--- src/rtl/led_ddr_driver.sv ---
// rtl/led_ddr_driver.sv - multi-channel LED driver with OFF/ON/BLINK/PWM modes and DDR half-cycle outputs
//
// Purpose:
//   Drives LEDS_NR LED channels from one free-running counter. Each channel is
//   OFF, ON, BLINK (follows the counter MSB) or PWM (level in half-cycle
//   units). Configuration writes are buffered in a single pending slot and
//   take effect only at a PWM period boundary, so a channel never glitches
//   mid-period. The DDR outputs (led_d0/led_d1) feed an external ODDR and are
//   forced low until a short warm-up after reset has elapsed.
//
// Ports:
//   clk        in   single clock, rising edge
//   rst_n      in   asynchronous active-low reset
//   cfg_valid  in   configuration write request
//   cfg_ready  out  a configuration write can be accepted
//   cfg_ch     in   target channel (out-of-range writes are accepted and dropped)
//   cfg_mode   in   00 OFF, 01 ON, 10 BLINK, 11 PWM
//   cfg_level  in   PWM level in half-cycle units
//   led        out  registered SDR LED drive
//   led_d0     out  rising-half data for ODDR D0
//   led_d1     out  falling-half data for ODDR D1
//   ddr_ok     out  warm-up complete, led_d0/led_d1 valid

module led_ddr_driver #(
  parameter int LEDS_NR = 6,
  parameter int CTR_W   = 25,
  parameter int PWM_W   = 4,
  parameter int WARMUP  = 4,
  localparam int CH_W   = (LEDS_NR > 1) ? $clog2(LEDS_NR) : 1,
  localparam int LVL_W  = PWM_W + 1
) (
  input  logic               clk,
  input  logic               rst_n,
  input  logic               cfg_valid,
  output logic               cfg_ready,
  input  logic [CH_W-1:0]    cfg_ch,
  input  logic [1:0]         cfg_mode,
  input  logic [LVL_W-1:0]   cfg_level,
  output logic [LEDS_NR-1:0] led,
  output logic [LEDS_NR-1:0] led_d0,
  output logic [LEDS_NR-1:0] led_d1,
  output logic               ddr_ok
);

  localparam logic [1:0] MODE_OFF   = 2'b00;
  localparam logic [1:0] MODE_ON    = 2'b01;
  localparam logic [1:0] MODE_BLINK = 2'b10;
  localparam logic [1:0] MODE_PWM   = 2'b11;

  // Warm-up counter saturates at WARMUP; one extra bit of headroom is not needed.
  localparam int WU_W = (WARMUP > 0) ? $clog2(WARMUP + 1) : 1;

  logic [CTR_W-1:0] ctr;
  logic [PWM_W-1:0] phase;
  logic             boundary;

  logic [1:0]       act_mode  [LEDS_NR];
  logic [LVL_W-1:0] act_level [LEDS_NR];

  logic             pend_valid;
  logic [CH_W-1:0]  pend_ch;
  logic [1:0]       pend_mode;
  logic [LVL_W-1:0] pend_level;

  logic [WU_W-1:0]  wu_cnt;
  logic [WU_W-1:0]  wu_next;
  logic             ok_next;

  logic             accept;
  logic             in_range;

  logic [LEDS_NR-1:0] v0;
  logic [LEDS_NR-1:0] v1;

  // 2*phase and 2*phase+1 at PWM_W+2 bits so level (PWM_W+1 bits) compares unsigned without overflow.
  logic [PWM_W+1:0] half_even;
  logic [PWM_W+1:0] half_odd;

  assign phase     = ctr[PWM_W-1:0];
  assign boundary  = &phase;
  assign half_even = {1'b0, phase, 1'b0};
  assign half_odd  = {1'b0, phase, 1'b1};

  // The single pending slot is the only back-pressure source.
  assign cfg_ready = ~pend_valid;
  assign accept    = cfg_valid & cfg_ready;
  // Extra bit so LEDS_NR = 2^CH_W does not truncate to zero.
  assign in_range  = ({1'b0, cfg_ch} < (CH_W + 1)'(LEDS_NR));

  assign wu_next = (wu_cnt == WU_W'(WARMUP)) ? wu_cnt : wu_cnt + 1'b1;
  // DDR outputs are gated with the next ddr_ok so data and valid flag appear together.
  assign ok_next = (wu_next == WU_W'(WARMUP));

  always_comb begin
    v0 = '0;
    v1 = '0;
    for (int i = 0; i < LEDS_NR; i++) begin
      case (act_mode[i])
        MODE_OFF: begin
          v0[i] = 1'b0;
          v1[i] = 1'b0;
        end
        MODE_ON: begin
          v0[i] = 1'b1;
          v1[i] = 1'b1;
        end
        MODE_BLINK: begin
          v0[i] = ctr[CTR_W-1];
          v1[i] = ctr[CTR_W-1];
        end
        default: begin
          v0[i] = (half_even < {1'b0, act_level[i]});
          v1[i] = (half_odd  < {1'b0, act_level[i]});
        end
      endcase
    end
  end

  always_ff @(posedge clk or negedge rst_n) begin
    if (!rst_n) begin
      ctr        <= '0;
      pend_valid <= 1'b0;
      pend_ch    <= '0;
      pend_mode  <= MODE_OFF;
      pend_level <= '0;
      wu_cnt     <= '0;
      ddr_ok     <= 1'b0;
      led        <= '0;
      led_d0     <= '0;
      led_d1     <= '0;
      for (int i = 0; i < LEDS_NR; i++) begin
        act_mode[i]  <= MODE_OFF;
        act_level[i] <= '0;
      end
    end else begin
      ctr    <= ctr + 1'b1;
      wu_cnt <= wu_next;
      ddr_ok <= ok_next;
      led    <= v0;
      led_d0 <= ok_next ? v0 : '0;
      led_d1 <= ok_next ? v1 : '0;

      // Accept and commit are mutually exclusive because accept needs an empty
      // slot; a write accepted in a boundary cycle therefore waits a full period.
      if (boundary && pend_valid) begin
        for (int i = 0; i < LEDS_NR; i++) begin
          if (pend_ch == CH_W'(i)) begin
            act_mode[i]  <= pend_mode;
            act_level[i] <= pend_level;
          end
        end
        pend_valid <= 1'b0;
      end else if (accept && in_range) begin
        pend_valid <= 1'b1;
        pend_ch    <= cfg_ch;
        pend_mode  <= cfg_mode;
        pend_level <= cfg_level;
      end
    end
  end

endmodule

--- config.mk ---
export PLATFORM = sky130hd
export DESIGN_NAME = led_ddr_driver
export DESIGN_NICKNAME = d
export VERILOG_FILES = /design/src/rtl/led_ddr_driver.sv
export SDC_FILE = /design/constraint.sdc
export NUM_CORES = 1
export LEC_CHECK = 0
export CORE_ASPECT_RATIO = 0.7
export CORE_MARGIN = 10
export CORE_UTILIZATION = 40
export CTS_CLUSTER_SIZE = 12
export DETAILED_ROUTE_END_ITERATION = 7
export PLACE_DENSITY_LB_ADDON = 0.1
export SYNTH_ARGS = -nofsm -noshare
export SYNTH_HDL_FRONTEND = slang
export SYNTH_SLANG_ARGS = --single-unit
--- constraint.sdc ---
create_clock -name clk -period 2.3 [get_ports clk]
set_clock_uncertainty 0.05 [all_clocks]
set_input_delay 0.46 -clock clk [delete_from_list [all_inputs] [get_ports clk]]
set_output_delay 0.46 -clock clk [all_outputs]
set_load 0.05 [all_outputs]
==> results summary, run 1 <==
The number of hold violations in the final report came out at 0. The share of total power dissipated in combinational logic is ~30%. After synthesis the cells add up to 4680 µm².

The flow ran to the end, and the final reports show no timing, DRC or antenna violations. The row count is 32. After clock tree synthesis, the flow added hold-fix buffers numbering 1. The post-synthesis sequential area ratio came out at between 50% and 60%. The number of placed I/O pins is 33. The number of antenna violations at the first check in global routing came out at 0. Once the floorplan was initialized, standard cells occupied approximately two fifths of the core. The filler cells instantiated in the layout total 1,015. For the worst setup path, the data required time is around 1.8 ns. Setup slack on the critical path of the routed design comes to 0.121 ns.

Power spread over the standard cell area amounts to about 1000 nW/µm². The critical register-to-register path endpoint is act_mode[2]. The portion of total power attributed to sequential cells came out at a little under half. The final total negative setup slack is 0 ns. After the first detailed-routing iteration, the DRC count stood at 131. The cell type of the slowest stage on the worst timing path is sky130_fd_sc_hd__clkdlybuf4s50_1.

The number of global-route vias before repair is between 2,000 and 3,000. In this run the static leakage power is ~2.6 nW. The first global-routing pass estimated roughly 16,000 µm of wire.

Entering global routing, the biggest net connects 43 pins. The layout overhead on the synthesized area came out at 18.4%. The startpoint identified for the worst register-to-register timing path is ctr[0]. The cell type with the highest aggregate area in the netlist is sky130_fd_sc_hd__dfrtp_1.

The count of pins over their slew limit is 0. The fraction of final layout cells sized beyond drive strength 1 is between 10% and 20%. The register-to-register setup slack came out at 0.32 ns.

The clock network latency to the later pin of the worst-skew pair is roughly 0.34 ns. The maximum clock frequency came out at roughly 460 MHz. In this run the clock root is driven by a sky130_fd_sc_hd__clkbuf_16. The clock network fraction of total power is about a quarter. The most critical setup path has its startpoint at pend_valid. The total number of clock tree sinks came out at 100.

The total wirelength of the detailed-routed design came out at ~9600 µm. The power consumption came out at between 0.005 and 0.006 W. The number of unique standard cell types used by synthesis came out at 31.

The count of mapped cells out of synthesis came out at 397. For this run, the post-layout net count is between 400 and 500. The overflow left after global routing came out at 0. Clock tree synthesis inserted a total of 9 buffers.

STA classifies the critical path endpoint as an output port. Walking the worst path, the cells encountered are inv_1 -> clkdlybuf4s50_1. The biggest cell delay along the critical path is just over 0.8 ns. The routability congestion estimate came out at just under 0.8. The count of cells resized by post-cts repair is 0. Summed over all nets, the half-perimeter wirelength after detailed placement is between 7000 and 8000 µm. The count of buffers from port buffering is 32. The switching fraction of total power is 34.9%. After synthesis, the share of flip-flops with an asynchronous set or reset is 100%.

Counting cells, the worst reg-to-reg path comes to 6. The die width came out at between 100 and 150 µm. The mean cell area of the mapped netlist is 11.8 µm².

The y dimension of the die came out at ~110 µm. The critical path in this run is classified as reg -> out. For this run, the number of Yosys warnings is 0. The reported max-cap violation count is 0. The clock edge transition at the registers on the reported setup and hold paths came out at about 0.07 ns.

Buffers added to address setup during post-CTS repair amount to 0. The via count normalized by instance count is between 4 and 5. The class of the tightest hold or removal check is reg -> reg. The largest buffer count on any clock path is 2. Ranked by total cell area, the synthesized netlist is headed by sky130_fd_sc_hd__dfrtp_1, sky130_fd_sc_hd__mux2_2, sky130_fd_sc_hd__ha_1.

Data on the critical path arrives at its endpoint at 1.67 ns. The peak ir drop on the vdd network came out at between 500 and 600 µV. After floorplanning, the core was sized to cover 11,200 µm². The DRC violation count after routing came out at 0. CTS built an H-tree with a depth of 3. The number of nets handed over by synthesis was approximately 440. The clock tree from TritonCTS is yes. The number of antenna diodes in the final layout is 0. The first-pass iteration count of the detailed router is 4. For the finished layout, the period the worst path requires is approximately 2.2 ns. At the pin with the least slew margin, the transition time is 0.538 ns.

By count the netlist is led by sky130_fd_sc_hd__dfrtp_1, sky130_fd_sc_hd__mux2_2, sky130_fd_sc_hd__nand2_1, sky130_fd_sc_hd__ha_1, sky130_fd_sc_hd__inv_1. The utilization of the core after routing is 49.4%. The most instantiated flip-flop cell in the synthesis netlist is sky130_fd_sc_hd__dfrtp_1. Timing analysis after detailed placement gives a worst setup slack of 0.333 ns. The register bit count reported by yosys came out at 100. Summed over all nets, the switching power comes to around 0.0020 W. The mean routed wirelength per cell came out at 16.0 µm. In this run the worst path has a maximum fanout of 3. The relative max-transition margin came out at 64.1%. The total vias in the final route came out at 2,941. The full die area is around 16,000 µm².

Dividing the final minimum period by the clock period gives between 90 and 100%. The startpoint type of the worst setup path is a flop. Setup repair after global routing left no endpoint under its margin. In this run the biggest area consumer among cell types represents between 50% and 60% of the synthesized area. The worst setup path endpoint is cfg_ready. The post-detailed-route count of antenna-violating nets is 0. The total routing resource utilization after global routing came out at 12.5%.

In this run, synthesis inferred 0 flip-flops with an integrated enable. The tightest hold path in the finished design has a slack of 0.415 ns. sky130_fd_sc_hd__dfrtp_1 is the most common cell in the netlist. Setup violations remaining at the end of the flow were counted as 0. The cell-internal power is 0.00371 W.
sequential cells by signal (all words and copies together) (netlist names):
register	count
ddr_ok	1
led_d1	6
wu_cnt	3
led	6
pend_valid	1
act_level	30
pend_ch	3
pend_mode	2
act_mode	12
led_d0	6
ctr	25
pend_level	5
placed cells by master, fill, tap and decap left out, drive strengths merged:
cell / count
clkinv: 3
a21o: 2
inv: 32
xor2: 7
o22a: 2
o211ai: 6
dfrtp: 100
o2111ai: 6
buf: 13
clkinvlp: 2
mux2i: 6
nor3: 1
and4: 1
nor2b: 20
clkdlybuf4s50: 31
ha: 33
and3: 5
nand2: 34
nand4: 9
a21oi: 6
o21ai: 15
xnor2: 17
nand3: 15
nor3b: 2
nor4: 4
nor4b: 2
mux2: 38
clkbuf: 11
a31o: 6
nor2: 13
a211oi: 6
dlygate4sd3: 1
kinds of logic after synthesis:
| family | count (synthesis) | synth area share (%) |
|---|---|---|
| compound gates | 49 | 7.11 |
| xor+xnor | 24 | 4.49 |
| fa+ha+maj | 33 | 8.83 |
| buf+inv | 41 | 3.48 |
| flops | 100 | 53.5 |
| mux | 44 | 10.4 |
| simple gates | 106 | 12.2 |
critical path: cells and delay by family (launching register included):
family                 cells  cell delay (ns)
buffers and inverters      2             0.91
flip-flops                 1             0.41
worst min-delay path by stage:
stage,startpoint,end,slack (ns),depth (start not counted)
floorplan,rst_n,act_level[0],0.11,0
global placement,rst_n,pend_ch[2],0.28,1
detailed placement,rst_n,pend_ch[2],0.28,1
CTS,ctr[17],ctr[17],0.42,1
global route,ctr[5],ctr[5],0.43,1
finish,ctr[17],ctr[17],0.42,1
stage by stage:
step,area [µm²],cells
after floorplan,4680,397
after global placement,5250,585
after detailed placement,5250,585
after CTS,5540,602
after global routing,5540,602
final,5540,602
power by group through the flow:
stage                     sequential [W]  combinational [W]  clock (W)
after global placement           0.00260            0.00168          0
after CTS                        0.00258            0.00172    0.00148
final                            0.00258            0.00169    0.00143
after global routing             0.00264            0.00187    0.00155
after floorplan                  0.00289           0.000801          0
after detailed placement         0.00262            0.00171          0
per-layer routing:
layer	vias to the layer above	global-route usage, %	part of all wire [%]
met2	36	17.2	41
met3	10	3.58	3.4
li1	1474	-	-
met1	1421	18.4	54
met5	-	0	0
met4	0	3.70	1.0
area by class of cell:
type	count	area, µm²	area share (%)
Multi-Input combinational cell	256	2010	36.4
Clock inverter	5	37.5	0.678
Timing Repair Buffer	45	430	7.77
Clock buffer	11	243	4.38
Tap cell	153	191	3.46
Inverter	32	120	2.17
Sequential cell	100	2500	45.2
(Power assumes the default switching activity.)
==> run 2, diff against run 1 <==
CTS_CLUSTER_DIAMETER = 60   (was not set)
==> results of run 2 <==
Final layout, timing and power as in run 1 (identical DEF).
==> run 3, diff against run 2 <==
MAX_ROUTING_LAYER = met4   (was not set)
==> run 3 against run 2 <==
Compared with the run above:
- cell count is the same
- routed wire length hardly changed
- via count down 0.27%
- critical path depth unchanged
- sequential power is essentially flat
- utilization stayed put
- total power barely moved
- critical endpoint unchanged
==> results summary, run 3 (same netlist as run 1, synthesis figures left out) <==
The flow ran to the end, and the final reports show no timing, DRC or antenna violations. The reported max-cap violation count is 0 (unchanged). The final total negative setup slack is 0 ns (unchanged). The largest buffer count on any clock path is 2 (unchanged).

The routability congestion estimate was 0.786 (+1.4%). The first-pass GRT wire length came to 16,400 µm (unchanged). The number of antenna violations at the first check in global routing came out at 0 (unchanged). The pin count of the biggest net entering global routing is 43 (unchanged). Setup repair after global routing left no endpoint under its margin. The number of flip-flops under the largest register name is 30 (unchanged). The transition time of the tightest slew-check pin was 0.535 ns (-0.00291 ns). The total routing resource utilization after global routing came out at 12.9% (+0.36 points). The number of hold violations in the final report came out at 0 (unchanged). The worst hold slack across all endpoints is 0.415 ns (unchanged). The library cells used most frequently in the layout, excluding fill and tap cells, are sky130_fd_sc_hd__dfrtp_1, sky130_fd_sc_hd__mux2_2, sky130_fd_sc_hd__nand2_1, sky130_fd_sc_hd__ha_1, sky130_fd_sc_hd__inv_1.

The critical path goes through inv_1 -> clkdlybuf4s50_1. The clock edge transition at the registers on the reported setup and hold paths is 0.07 ns (about the same). The post-route fraction of the period consumed by the critical path is 94.8% (+0.11 points). The clock network latency to the later pin of the worst-skew pair came out at 0.35 ns (about the same). The mean routed wirelength per cell is 16.0 µm (about the same). The violation count after the first detailed-routing iteration came out at 124 (-5.3%). The row count came out at 32 (unchanged). The number of clock buffers inserted by TritonCTS was 9 (unchanged). The total wirelength of the detailed-routed design was 9640 µm (about the same). In this run the most critical hold path is launched from ctr[17]. For this design, the slowest cell found on the critical path is sky130_fd_sc_hd__clkdlybuf4s50_1. The number of placed I/O pins is 33 (unchanged).

The timing startpoint of the critical path is pend_valid. STA classifies the critical path endpoint as an output port. The layout overhead on the synthesized area came out at 18.4% (unchanged). The total vias in the final route came out at 2,933 (-0.27%). The power density over cell area is 1030 nW/µm² (about the same). The biggest cell delay along the critical path came out at 0.81 ns (about the same). The area occupied by registers came out at 2500 µm² (unchanged). The count of buffers from port buffering came out at 32 (unchanged). The die width came out at 149 µm (unchanged). The count of pins over their slew limit is 0 (unchanged). The first-pass iteration count of the detailed router is 4 (unchanged). The worst setup path is launched from a flop. The critical setup path kind is reg -> out.

The largest registers in the layout are act_level x30, ctr x25, act_mode x12. The via count normalized by instance count is 4.87 (-0.27%). The total of fill cells in the finished design came out at 1,015 (unchanged).

The utilization of the core after routing came out at 49.4% (unchanged). The detailed placer's ending HPWL came out at 7060 µm (unchanged). The overflow left after global routing is 0 (unchanged). The final net count was 490 (unchanged).

The total number of clock tree sinks was 100 (unchanged). The largest fanout of any net on the critical path came out at 3 (unchanged). The startpoint identified for the worst register-to-register timing path is ctr[0]. The final-report setup violation count is 0 (unchanged).

The data arrival time of the worst path came to 1.67 ns (about the same). The tightest min-delay check is of the reg -> reg type. The peak ir drop on the vdd network is 556 µV (+0.51%). The y dimension of the die is 110 µm (unchanged). The most common library cell in the layout ignoring fill and taps is sky130_fd_sc_hd__dfrtp_1. More flip-flops sit in one register than any other, and that register is act_level. The full die area came out at 16,500 µm² (unchanged).

The post-detailed-route count of antenna-violating nets came out at 0 (unchanged). The area used by multi-input combinational logic was 2010 µm² (unchanged). The leakage component of the power came out at 2.59 nW (unchanged). The data required time at the worst endpoint came out at 1.79 ns (about the same). The time the final worst path needs with I/O delays and setup came to 2.18 ns (+0.00259 ns).

The DRC violation count after routing came out at 0 (unchanged). The relative max-transition margin is 64.3% (+0.19 points). The fraction of final layout cells sized beyond drive strength 1 came out at 16.9% (unchanged). The count of antenna diodes in the layout is 0 (unchanged). CTS placed an instance of sky130_fd_sc_hd__clkbuf_16 at the clock tree root. The number of H-tree branching levels came out at 3 (unchanged). The starting utilization of the core area was 41.7% (unchanged).

The maximum clock frequency is 458 MHz (-0.12%). The total core area is 11,200 µm² (unchanged). The count of cells resized by post-cts repair came to 0 (unchanged). TritonCTS built the clock tree.

The number of global-route vias before repair is 2,980 (-0.067%).
-- run 3: cell counts in the layout (fill, tap and decap cells not counted) --
Identical to the previous run, type by type.
-- run 3: path summary, 6_finish.rpt --
path,slack [ns],cells past startpoint,endpoint
min reg2reg,0.42,1,ctr[17]
max reg2reg,0.32,6,act_mode[2]
min,0.42,1,ctr[17]
max in group asynchronous,1.16,3,act_level[18]
min in group asynchronous,0.47,2,pend_ch[2]
max,0.12,2,cfg_ready
-- run 3: power by group --
part	total, W	internal, W	leakage [nW]	switching [W]
combinational	0.00169	0.000744	1.13	0.000947
sequential	0.00258	0.00220	1.32	0.000377
clock	0.00143	0.000766	0.132	0.000664
-- run 3: area by class of cell --
class                   count  area share, %
multi-input cells         256           36.4
well taps                 153           3.46
flip-flops and latches    100           45.2
clock buffers              11           4.38
repair buffers             45           7.77
inverters                  32           2.17
clock inverters             5          0.678
-- run 3: critical path, delay by kind of cell, from the launching register on --
kind                   cells  cell delay [ns]
buffers and inverters      2             0.91
DFF                        1             0.41
-- run 3: stage by stage --
| step | std cells | setup WS [ns] | instance area, µm² | total power [W] |
|---|---|---|---|---|
| finish | 602 | 0.119 | 5540 | 0.00570 |
| global route | 602 | 0.0662 | 5540 | 0.00606 |
| CTS | 602 | 0.104 | 5540 | 0.00578 |
| detailed placement | 585 | 0.333 | 5250 | 0.00433 |
| global placement | 585 | 0.367 | 5250 | 0.00428 |
| floorplan | 397 | 0.369 | 4680 | 0.00369 |
-- run 3: timing repair --
action	4_1_cts	5_1_grt
hold endpoints to repair	12	0
hold buffers	1	0
setup buffers	0	0
-- run 3: per-layer routing --
layer / wire, µm / global-route usage [%] / up-vias
li1: - / - / 1474
met1: 5320 / 18.7 / 1410
met2: 3950 / 17.1 / 40
met3: 278 / 3.26 / 9
met4: 87 / 3.70 / 0
met5: 0 / - / -
